[src/rtl/traffic_light_ctrl.sv]
// Traffic-light phase sequencer: RED -> GREEN -> YELLOW -> RED paced by a tick prescaler.
// Optional pedestrian GREEN shortening is compiled in with `define PED_REQ_EN.
module traffic_light_ctrl #(
  parameter int         TICK_DIV = 50_000_000,
  parameter logic [2:0] Y_WAIT   = 3'd2
) (
  input  logic       clk,
  input  logic       n_rst,
  input  logic       cfg_valid,
  input  logic [2:0] t_r_wait,
  input  logic [2:0] t_g_wait,
`ifdef PED_REQ_EN
  input  logic       ped_req,
  output logic       ped_ack,
`endif
  output logic       light_r,
  output logic       light_y,
  output logic       light_g,
  output logic [1:0] state,
  output logic [2:0] remain
);

  localparam int             PW        = (TICK_DIV > 1) ? $clog2(TICK_DIV) : 1;
  localparam logic [PW-1:0]  TICK_LAST = PW'(TICK_DIV - 1);

  typedef enum logic [1:0] {
    S_IDLE   = 2'd0,
    S_RED    = 2'd1,
    S_GREEN  = 2'd2,
    S_YELLOW = 2'd3
  } state_e;

  state_e        state_q, state_d;
  logic [PW-1:0] presc_q, presc_d;
  logic [2:0]    remain_q, remain_d;
  logic          light_r_q, light_r_d;
  logic          light_y_q, light_y_d;
  logic          light_g_q, light_g_d;
  logic          tick;

  // A zero wait still gives a one-tick phase.
  function automatic logic [2:0] phase_len(input logic [2:0] w);
    return (w == 3'd0) ? 3'd1 : w;
  endfunction

`ifdef PED_REQ_EN
  logic ped_s1_q, ped_s2_q;
  logic ped_ack_q, ped_ack_d;

  always_ff @(posedge clk or negedge n_rst) begin
    if (!n_rst) begin
      ped_s1_q  <= 1'b0;
      ped_s2_q  <= 1'b0;
      ped_ack_q <= 1'b0;
    end else begin
      ped_s1_q  <= ped_req;
      ped_s2_q  <= ped_s1_q;
      ped_ack_q <= ped_ack_d;
    end
  end

  assign ped_ack = ped_ack_q;
`endif

  always_ff @(posedge clk or negedge n_rst) begin
    if (!n_rst) begin
      state_q   <= S_IDLE;
      presc_q   <= '0;
      remain_q  <= 3'd0;
      light_r_q <= 1'b1;
      light_y_q <= 1'b0;
      light_g_q <= 1'b0;
    end else begin
      state_q   <= state_d;
      presc_q   <= presc_d;
      remain_q  <= remain_d;
      light_r_q <= light_r_d;
      light_y_q <= light_y_d;
      light_g_q <= light_g_d;
    end
  end

  always_comb begin
    state_d  = state_q;
    presc_d  = presc_q;
    remain_d = remain_q;
`ifdef PED_REQ_EN
    ped_ack_d = 1'b0;
`endif
    tick = (state_q != S_IDLE) && (presc_q == TICK_LAST);

    if (state_q == S_IDLE) begin
      presc_d = '0;
      if (cfg_valid) begin
        state_d  = S_RED;
        remain_d = phase_len(t_r_wait);
      end
    end else begin
      presc_d = tick ? '0 : presc_q + PW'(1);
      if (tick && (remain_q == 3'd1)) begin
        // Phase entry: wait inputs are sampled here only; prescaler restarts.
        presc_d = '0;
        case (state_q)
          S_RED: begin
            state_d  = S_GREEN;
            remain_d = phase_len(t_g_wait);
          end
          S_GREEN: begin
            state_d  = S_YELLOW;
            remain_d = phase_len(Y_WAIT);
          end
          default: begin
            state_d  = S_RED;
            remain_d = phase_len(t_r_wait);
          end
        endcase
      end
`ifdef PED_REQ_EN
      // Shortening leaves the prescaler alone so GREEN ends on the next tick.
      else if (ped_s2_q && (state_q == S_GREEN) && (remain_q > 3'd1)) begin
        remain_d  = 3'd1;
        ped_ack_d = 1'b1;
      end
`endif
      else if (tick) begin
        remain_d = remain_q - 3'd1;
      end
    end

    light_r_d = 1'b0;
    light_y_d = 1'b0;
    light_g_d = 1'b0;
    case (state_d)
      S_GREEN:  light_g_d = 1'b1;
      S_YELLOW: light_y_d = 1'b1;
      default:  light_r_d = 1'b1;
    endcase
  end

  assign state   = state_q;
  assign remain  = remain_q;
  assign light_r = light_r_q;
  assign light_y = light_y_q;
  assign light_g = light_g_q;

endmodule

[config.mk]
export PLATFORM = sky130hd
export DESIGN_NAME = traffic_light_ctrl
export DESIGN_NICKNAME = d
export VERILOG_FILES = /design/src/rtl/traffic_light_ctrl.sv
export SDC_FILE = /design/constraint.sdc
export NUM_CORES = 1
export LEC_CHECK = 0
export ABC_AREA = 1
export BUFFER_PORTS_ARGS = -buffer_cell sky130_fd_sc_hd__clkbuf_2
export CAP_MARGIN = 5
export CORE_UTILIZATION = 50
export CTS_CLUSTER_SIZE = 20
export DETAILED_ROUTE_END_ITERATION = 10
export GPL_ROUTABILITY_DRIVEN = 0
export PLACE_DENSITY_LB_ADDON = 0.15
export SETUP_SLACK_MARGIN = 0.3
export SYNTH_ARGS = -nofsm -noshare
export SYNTH_HDL_FRONTEND = slang
export SYNTH_SLANG_ARGS = --single-unit
[constraint.sdc]
create_clock -name clk -period 1.7 [get_ports clk]
set_input_delay 0.17 -clock clk [delete_from_list [all_inputs] [get_ports clk]]
set_output_delay 0.17 -clock clk [all_outputs]
set_load 0.02 [all_outputs]
# ---- Word-level counts from Yosys, hierarchy flattened
# Index checks and enable logic that the tools add are counted.
dict set report word_totals {
  ff_bits 34
  latch_bits 0
  mem_bits_rw 0
  romBits 0
  inputBits 9
  out_inout_bits 8
  elab_cells 41
  memories 0
}
dict set report classes {
  addsub 2
  n_mul 0
  n_div 0
  order_cmp 0
  eq_ne 7
  shift 0
  mux 17
  n_bitwise 0
  n_reduce_logical 9
}
# operator n
set op_table {}
lappend op_table {{26-bit 2-to-1 mux} 3}
lappend op_table {{26-bit by 1-bit adder with 26-bit output (second input constant)} 1}
lappend op_table {{26-bit equality test (second input constant)} 1}
lappend op_table {{3-bit 2-to-1 mux} 6}
lappend op_table {{2-bit equality test (second input constant)} 3}
lappend op_table {{3-bit logical NOT} 2}
lappend op_table {{2-bit 2-to-1 mux} 3}
lappend op_table {{3-bit one-hot mux with 2 select lines} 1}
lappend op_table {{2-bit one-hot mux with 2 select lines} 1}
lappend op_table {{3-bit by 1-bit equality test with 1-bit output (second input constant)} 1}
lappend op_table {{1-bit 2-to-1 mux} 3}
lappend op_table {{3-bit nonzero test} 1}
lappend op_table {{3-bit by 1-bit subtractor with 3-bit output (second input constant)} 1}
lappend op_table {{2-bit by 1-bit equality test with 1-bit output (second input constant)} 1}
lappend op_table {{1-bit logical AND} 2}
lappend op_table {{2-bit logical NOT} 1}
lappend op_table {{2-bit != test (second input constant)} 1}
lappend op_table {{2-bit AND reduction} 1}
lappend op_table {{2-bit nonzero test} 1}
lappend op_table {{2-bit OR reduction} 1}

# ---- Longest topological paths before layout
# Gate-level depths: netlist (run 1).
dict set report depth {
  word_depth 8
  ltp_mapped 13
  ltp_nobuf 13
}

# ---- Least setup slack after synthesis (run 1)
# OpenSTA, ideal clock, no wires.
dict set report synth_path {
  kind {register -> register}
  from {register state_q[0], in the netlist state[0]}
  to {register presc_q[25]}
  setup_time_ns 0.121
  arrival_ns 1.607
  required_ns 1.579
  slack_ns -0.028
  stages_incl_launch_ff 12
  path_buffers 1
  synth_period_minus_slack_ns 1.728
  cell_sequence {dfrtp_1 inv_1 ha_1 inv_2 nand3_1 nor2_1 nand2_1 nor2_2 nor2_2 buf_2 o21ai_1 nor2_1}
}
dict set report synth_via {
  elab_chain_cells 5
  word_cells_on_any_way 7
  classes_between {3 x mux; 4 x reduce/logical}
}
# element line
set synth_rtl {}
lappend synth_rtl {{start, declared} 33} ;# state_e state_q, state_d;
lappend synth_rtl {{start signal, assigned} 74} ;# state_q <= state_d;
lappend synth_rtl {{2-bit nonzero test} 90} ;# tick = (state_q != S_IDLE) && (presc_q == TICK_LAST);
lappend synth_rtl {{1-bit logical AND} 90}
lappend synth_rtl {{26-bit 2-to-1 mux / 1-bit logical AND (equally long branches)} {99, 100}}
lappend synth_rtl {{26-bit 2-to-1 mux} 100} ;# if (tick && (remain_q == 3'd1)) begin
lappend synth_rtl {{26-bit 2-to-1 mux (*)} 92} ;# if (state_q == S_IDLE) begin
lappend synth_rtl {{via presc_d[25]} 34} ;# logic [PW-1:0] presc_q, presc_d;
lappend synth_rtl {{end signal, assigned} 75} ;# presc_q <= presc_d;
lappend synth_rtl {{end, declared} 34}
# The timed path passes the listed nets; every way through them passes the cells marked *.
# A chain may end at the register's enable or synchronous reset.

# ---- Final worst setup path (run 1)
dict set report layout_path {
  from {register state_q[1], in the netlist state[1]}
  to {register presc_q[7]}
}
# Same word-level chain as after synthesis.

==> impl_results.md, run 1 <==
- Hold path depth: 5
- Internal power: 1.15 mW
- Hold Path Class: in -> reg
- Min Hold Slack: 0.243 ns
- Peak VDD IR: 0.000327 V
- Post-Route WL: 5.72 mm
- Share of cells above drive strength 1: 38.5%
- TNS Setup: 0 ns
- Synthesized Nets: 303
- CTS root buffer: clkbuf_8
- GRT busiest layer: met2
- Met1 GRT Util: 35.2%
- Residual DRC: 0
- First drt pass iteration count: 4
- Pins Over Slew Limit: 0
- Fmax: 595 MHz
- Crit path depth: 12
- GRT Total Usage: 26.7%
- Initial antenna violation count: 0
- Largest driver fanout on the critical path: 4
- Yosys top cell area share: 38.9%
- I/O pin count: 17
- Worst reg-to-reg path cell count: 12
- Average size of a mapped cell: 7.37 µm²
- Post-synth cell types: 33
- Status: completed
- Vias in the first global route: 1922
- Main synth FF type: dfrtp_1
- Netlist area before placement: 2120 µm²
- Met3 GRT Util: 5.24%
- Required @ worst endpoint: 1.90 ns
- WP data arrival: 1.88 ns
- Final ANT Viol Nets: 0
- Synth async-reset ratio: 100%
- Max-cap violation count: 0
- CP Capture Type: register
- Initial Utilization: 52.7%
- Initial DRC Count: 260
- Core Area: 4030 µm²
- Vias: 2113
- Worst-case clock buffer depth: 2
- Leakage: 1.44 nW
- Grt ovf: 0
- Yosys warning total: 0
- Row count: 23
- Port buffer count: 16
- Period utilization: 98.8%
- TritonCTS Buffers: 5
- Startpoint type of the worst setup path: register
- Wire per inst: 14.3 µm
- Logic pwr share: 2.5%
- Yosys reg bits: 34
- Clk slew on worst S/H paths: 0.07 ns
- CP Buf/Inv Count: 4
- Most frequent cells in the layout: 53 x nand2_1, 41 x nor2_1, 34 x inv_1
- Minimum clock period: 1.68 ns
- CTS tree: built
- Ant diodes: 0
- Slowest stage cell, crit path: dfrtp_2
- Final setup fails: 0
- Clock share of power: 42.3%
- Clock Sinks: 34
- Worst skew pair latency: 0.29 ns
- Final hold viol count: 0
- H-tree depth: 2
- DIE HEIGHT: 67.2 µm
- Psw: 316 µW
- Final core occ: 72.2%
- Slew @ Worst Pin: 0.444 ns
- Net Sw Frac: 21.5%
- Area delta synth->final: 37.0%
- Crit-path leading delay family: simple AND/OR/NAND/NOR gates
- First-pass GRT wire length: 8.90 mm
- Worst setup margin: 0.0201 ns
- Synth Instances: 288
- Slew margin rel.: 70.4%
- Most common cell after layout, fill and taps aside: nand2_1
- Ranking of synthesized cells by area: dfrtp_1 39%, nand2_1 11%, nor2_1 8.5%
- Vias per cell: 5.27
- Met2 Use GR: 42.4%
- Largest net degree at the start of global routing: 35
- Chip width: 67.2 µm
- RSZ-0062 raised after global routing: yes
- Post-place setup slack: -0.0186 ns
- CP peak stage delay: 0.42 ns
- HPWL Detailed: 3.62 mm
- Cell-by-cell trace of the critical path: inv_4, ha_4, inv_4, nand3_2, nor2_1, nand2_1, nor2_4, buf_12, nor2_4, buf_4, o21ai_1, a21oi_1
- DIE AREA: 4510 µm²
- Sequential power share: 55.1%
- Clock skew: 0.00923 ns
- Seq/Total Area, Yosys: 40.1%
- Largest area contributor in the netlist: dfrtp_1
- Total chip power: 1.47 mW
- Critical path type: reg -> reg
- Nets: 365
- Number of synthesized flops with an enable pin: 0
- Power Dens Cells: 504 nW/µm²
==> through the flow <==
step | std cells | area (µm²)
after detailed placement | 365 | 2400
after floorplan | 288 | 2180
after CTS | 389 | 2710
after global routing | 401 | 2910
final | 401 | 2910
after global placement | 365 | 2400
==> synth_stat cells (2+ instances only) <==
master   instances
a21oi_1         14
a31oi_1          3
dfrtp_1         33
ha_1             6
inv_1           36
inv_2            9
nand2_1         62
nand2_2          3
nand3_1         19
nand3_2          2
nand4_1          3
nor2_1          48
nor2_2           5
nor3_1           8
nor3_4           2
nor4_1           2
o21ai_0          3
o21ai_1          9
xnor2_1          2
xor2_1           6
==> layer usage <==
layer / wire (µm) / vias to the layer above
met5: 0 / -
met4: 127 / 0
met3: 407 / 13
met2: 2710 / 75
met1: 2470 / 990
li1: - / 1035
==> registers in the layout (all words and copies together), names as in the netlist <==
name     count
remain       3
light_g      1
light_y      1
presc_q     26
state        2
light_r      1
==> cell families after synthesis <==
| family | Yosys count | synth area share [%] |
|---|---|---|
| compound gates | 30 | 7.37 |
| buf+inv | 48 | 8.54 |
| simple gates | 162 | 37.1 |
| flops | 34 | 40.1 |
| xor+xnor | 8 | 3.30 |
| fa+ha+maj | 6 | 3.54 |
==> cell type report <==
type	count	area [µm²]
fillers	316	1120
inverters	46	180
clock buffers	8	90.1
well taps	50	62.6
repair buffers	56	418
flip-flops and latches	34	862
multi-input cells	207	1300
==> power by group through the flow <==
stage	sequential (mW)	clock [mW]	combinational [mW]
floorplan	0.824	0	0.00574
global placement	0.824	0	0.0364
detailed placement	0.824	0	0.0361
CTS	0.809	0.631	0.0382
global route	0.808	0.673	0.0443
finish	0.809	0.621	0.0374
==> repair_timing <==
item | in CTS | in global routing
pin swaps | 20 | 17
setup buffers | 14 | 12
hold endpoints to repair | 33 | 0
hold buffers | 1 | 0
gates cloned | 1 | 0
gates resized for setup | 25 | 27
setup endpoints to repair | 29 | 32
==> worst reg2reg max path, stage by stage (launching register included) <==
cell	delay, ns
dfrtp_2	0.42
inv_4	0.07
ha_4	0.15
inv_4	0.04
nand3_2	0.06
nor2_1	0.04
nand2_1	0.10
nor2_4	0.07
buf_12	0.13
nor2_4	0.19
buf_4	0.14
o21ai_1	0.05
a21oi_1	0.15
==> worst paths after layout <==
| path | startpoint | end | slack [ns] |
|---|---|---|---|
| max | state[1] | presc_q[7] | 0.02 |
| min | t_r_wait[2] | remain[2] | 0.24 |
| max reg2reg | state[1] | presc_q[7] | 0.02 |
| min reg2reg | presc_q[0] | presc_q[0] | 0.50 |
| max in group asynchronous | n_rst | light_r | 0.90 |
| min in group asynchronous | n_rst | presc_q[19] | 0.45 |
(Power assumes the default switching activity.)
==> run 2: changes to the inputs <==
--- a/config.mk
+++ b/config.mk
@@ -5,7 +5,6 @@
 export SDC_FILE = /design/constraint.sdc
 export NUM_CORES = 1
 export LEC_CHECK = 0
-export ABC_AREA = 1
 export BUFFER_PORTS_ARGS = -buffer_cell sky130_fd_sc_hd__clkbuf_2
 export CAP_MARGIN = 5
 export CORE_UTILIZATION = 50
==> run 2 against run 1 <==
  * The flow now finishes with violations (setup timing)
  * Cell area fell by 14%
  * Clock power rose by 13%
  * Fmax fell by 9.9%
  * Synthesized cell count fell by 32%
==> impl_results.md, run 2 <==
- R2R Path Start: state[1]
- Vias in the first global route: 1584 (-18%)
- Ranking of synthesized cells by area: dfrtp_1 44%, nor2_1 7.2%, xnor2_1 6.1%
- Share of cells above drive strength 1: 35.2% (-3.3 points)
- RSZ-0062 raised after global routing: yes
- Row count: 21 (-8.7%)
- Worst reg-to-reg path cell count: 9 (-3)
- Hold Path Class: in -> reg
- Grt ovf: 0 (unchanged)
- Max-cap violation count: 0 (unchanged)
- Average size of a mapped cell: 9.59 µm² (+30%)
- Met3 GRT Util: 5.07% (-0.16 points)
- Met2 Use GR: 40.1% (-2.3 points)
- Final ANT Viol Nets: 0 (unchanged)
- Yosys reg bits: 34 (unchanged)
- Pins Over Slew Limit: 0 (unchanged)
- Chip width: 63.1 µm (-6.0%)
- Residual DRC: 0 (unchanged)
- Ant diodes: 0 (unchanged)
- Met1 GRT Util: 26.2% (-9.0 points)
- Wire per inst: 13.6 µm (-4.9%)
- Fmax: 537 MHz (-9.9%)
- Required @ worst endpoint: 1.91 ns (about the same)
- Worst setup margin: -0.164 ns (-0.184 ns)
- Peak VDD IR: 0.000413 V (+26%)
- Synthesized Nets: 210 (-31%)
- Port buffer count: 16 (unchanged)
- CP peak stage delay: 0.39 ns (-0.03 ns)
- Final hold viol count: 0 (unchanged)
- Seq/Total Area, Yosys: 45.6% (+5.5 points)
- Cell with the most instances after synthesis: nor2_1
- Minimum clock period: 1.86 ns (+0.184 ns)
- Min Hold Slack: 0.142 ns (-0.101 ns)
- GRT busiest layer: met2
- Slew margin rel.: 78.0% (+7.6 points)
- Yosys warning total: 0 (unchanged)
- Fill cells: 278 (-12%)
- GRT Total Usage: 23.0% (-3.7 points)
- Worst-case clock buffer depth: 2 (unchanged)
- HPWL Detailed: 2.92 mm (-19%)
- Core Area: 3470 µm² (-14%)
- Netlist area before placement: 1870 µm² (-12%)
- Number of flip-flops under the largest register name: 26 (unchanged)
- Reg2reg end: light_g
- Largest area contributor in the netlist: dfrtp_1
- R2R Setup Slk: -0.16 ns (-0.18 ns)
- Largest register by flop count: presc_q
- Nets: 270 (-26%)
- Critical path type: reg -> reg
- Cell-by-cell trace of the critical path: inv_4, ha_4, nor4b_4, nand4_1, buf_6, nor4_4, buf_4, nand3_1, a21oi_2
- Yosys top cell area share: 44.2% (+5.3 points)
- I/O pin count: 17 (unchanged)
- Period utilization: 110% (+11 points)
- Post-synth cell types: 42 (+27%)
- Failing checks: setup timing
- Worst skew pair latency: 0.29 ns (about the same)
- Worst Setup EP: light_g
- Clock skew: 0.00382 ns (-0.00541 ns)
- Crit path from: state[1]
- Initial Utilization: 53.9% (+1.2 points)
- CTS tree: built
- DIE HEIGHT: 63.1 µm (-6.0%)
- Initial DRC Count: 64 (-75%)
- Largest net degree at the start of global routing: 24 (-31%)
- CP Capture Type: register
- Post-Route WL: 4.09 mm (-28%)
- Number of synthesized flops with an enable pin: 0 (unchanged)
- Total chip power: 1.54 mW (+5.0%)
- Status: complete, but fails checks
- H-tree depth: 2 (unchanged)
- First drt pass iteration count: 4 (unchanged)
- Most common cell after layout, fill and taps aside: buf_4
- Most frequent cells in the layout: 39 x buf_4, 36 x nor2_1, 31 x dfrtp_1
- Clk slew on worst S/H paths: 0.06 ns (about the same)
- Main synth FF type: dfrtp_1
- Slew @ Worst Pin: 0.329 ns (-0.115 ns)
- Slowest stage cell, crit path: dfrtp_2
- Largest driver fanout on the critical path: 5 (+1)
- Commonest cells in the netlist: 36 x nor2_1, 33 x dfrtp_1, 14 x nand2_1
- Vias per cell: 5.15 (-2.2%)
- Synth async-reset ratio: 100% (unchanged)
- Clock Sinks: 34 (unchanged)
- CTS root buffer: clkbuf_8
- Leakage: 1.20 nW (-17%)
- DIE AREA: 3990 µm² (-12%)
- WP data arrival: 2.08 ns (+0.20 ns)
- Final core occ: 72.2% (about the same)
- First-pass GRT wire length: 6.96 mm (-22%)
- Area delta synth->final: 33.9%
- Startpoint type of the worst setup path: register
- TritonCTS Buffers: 5 (unchanged)
- Vias: 1556 (-26%)
- Power Dens Cells: 616 nW/µm² (+22%)
- Synth Instances: 195 (-32%)
- Initial antenna violation count: 0 (unchanged)
- Final setup fails: 33 (+33)
[run 2: changes by cell type after synthesis, sizes merged, moves of 5 or more]
cell / previous run / this run
nor2: 55 / 38
o21ai: 12 / 1
xnor2: 2 / 13
nand3: 22 / 11
xor2: 6 / 11
nand2: 66 / 14
a21oi: 14 / 6
inv: 45 / 8
[run 2: worst max-delay path, delay by kind of cell (launching register included)]
kind,cells,cell delay [ns]
compound gates,1,0.15
buf+inv,3,0.41
fa+ha+maj,1,0.16
flops,1,0.39
simple gates,4,0.67
[run 2: cell families after synthesis]
family	Yosys count	synth area share, %
xor+xnor	24	11.2
buf+inv	14	3.88
compound gates	17	6.16
simple gates	100	29.1
flops	34	45.6
fa+ha+maj	6	4.02
[run 2: worst min-delay path by stage]
stage          depth (start not counted)        start  slack [ns]          end
2_1_floorplan                          0        n_rst       -0.13      light_g
3_3_place_gp                           1        n_rst        0.07  presc_q[12]
3_5_place_dp                           1        n_rst        0.07  presc_q[12]
4_1_cts                                2  t_r_wait[2]        0.13    remain[2]
5_1_grt                                2  t_r_wait[2]        0.14    remain[2]
6_report                               2  t_r_wait[2]        0.14    remain[2]
[run 2: routing by layer]
metal | wire [µm] | up-vias
met5 | 0 | -
met4 | 97 | 0
met3 | 142 | 10
met2 | 2070 | 32
met1 | 1780 | 733
li1 | - | 781
[run 2: repair_timing]
item | in CTS | in global routing
gates cloned | 0 | 0
setup buffers | 1 | 1
hold buffers | 1 | 0
resized for setup | 9 | 2
pin swaps | 7 | 1
hold endpoints to repair | 11 | 0
endpoints found under the setup margin | 33 | 33
[run 2: final cells by class]
type	count	area, µm²	share of cell area [%]
multi-input combinational	147	1020	40.9
clock buffer	8	110	4.40
timing repair buffer	59	425	17.0
inverter	8	32.5	1.30
sequential	34	855	34.1
tap	46	57.6	2.30
[run 2: metrics by stage]
stage	setup slack (ns)	area, µm²	setup TNS (ns)	cells
global route	-0.249	2500	-5.62	302
global placement	-0.144	2310	-1.22	291
detailed placement	-0.274	2310	-4.85	291
CTS	-0.113	2480	-2.25	301
floorplan	-0.224	1910	-3.18	195
finish	-0.164	2500	-2.73	302
[run 2: power breakdown]
part           internal (mW)  switching, mW
clock network          0.409          0.291
logic                 0.0112         0.0211
registers              0.809              0
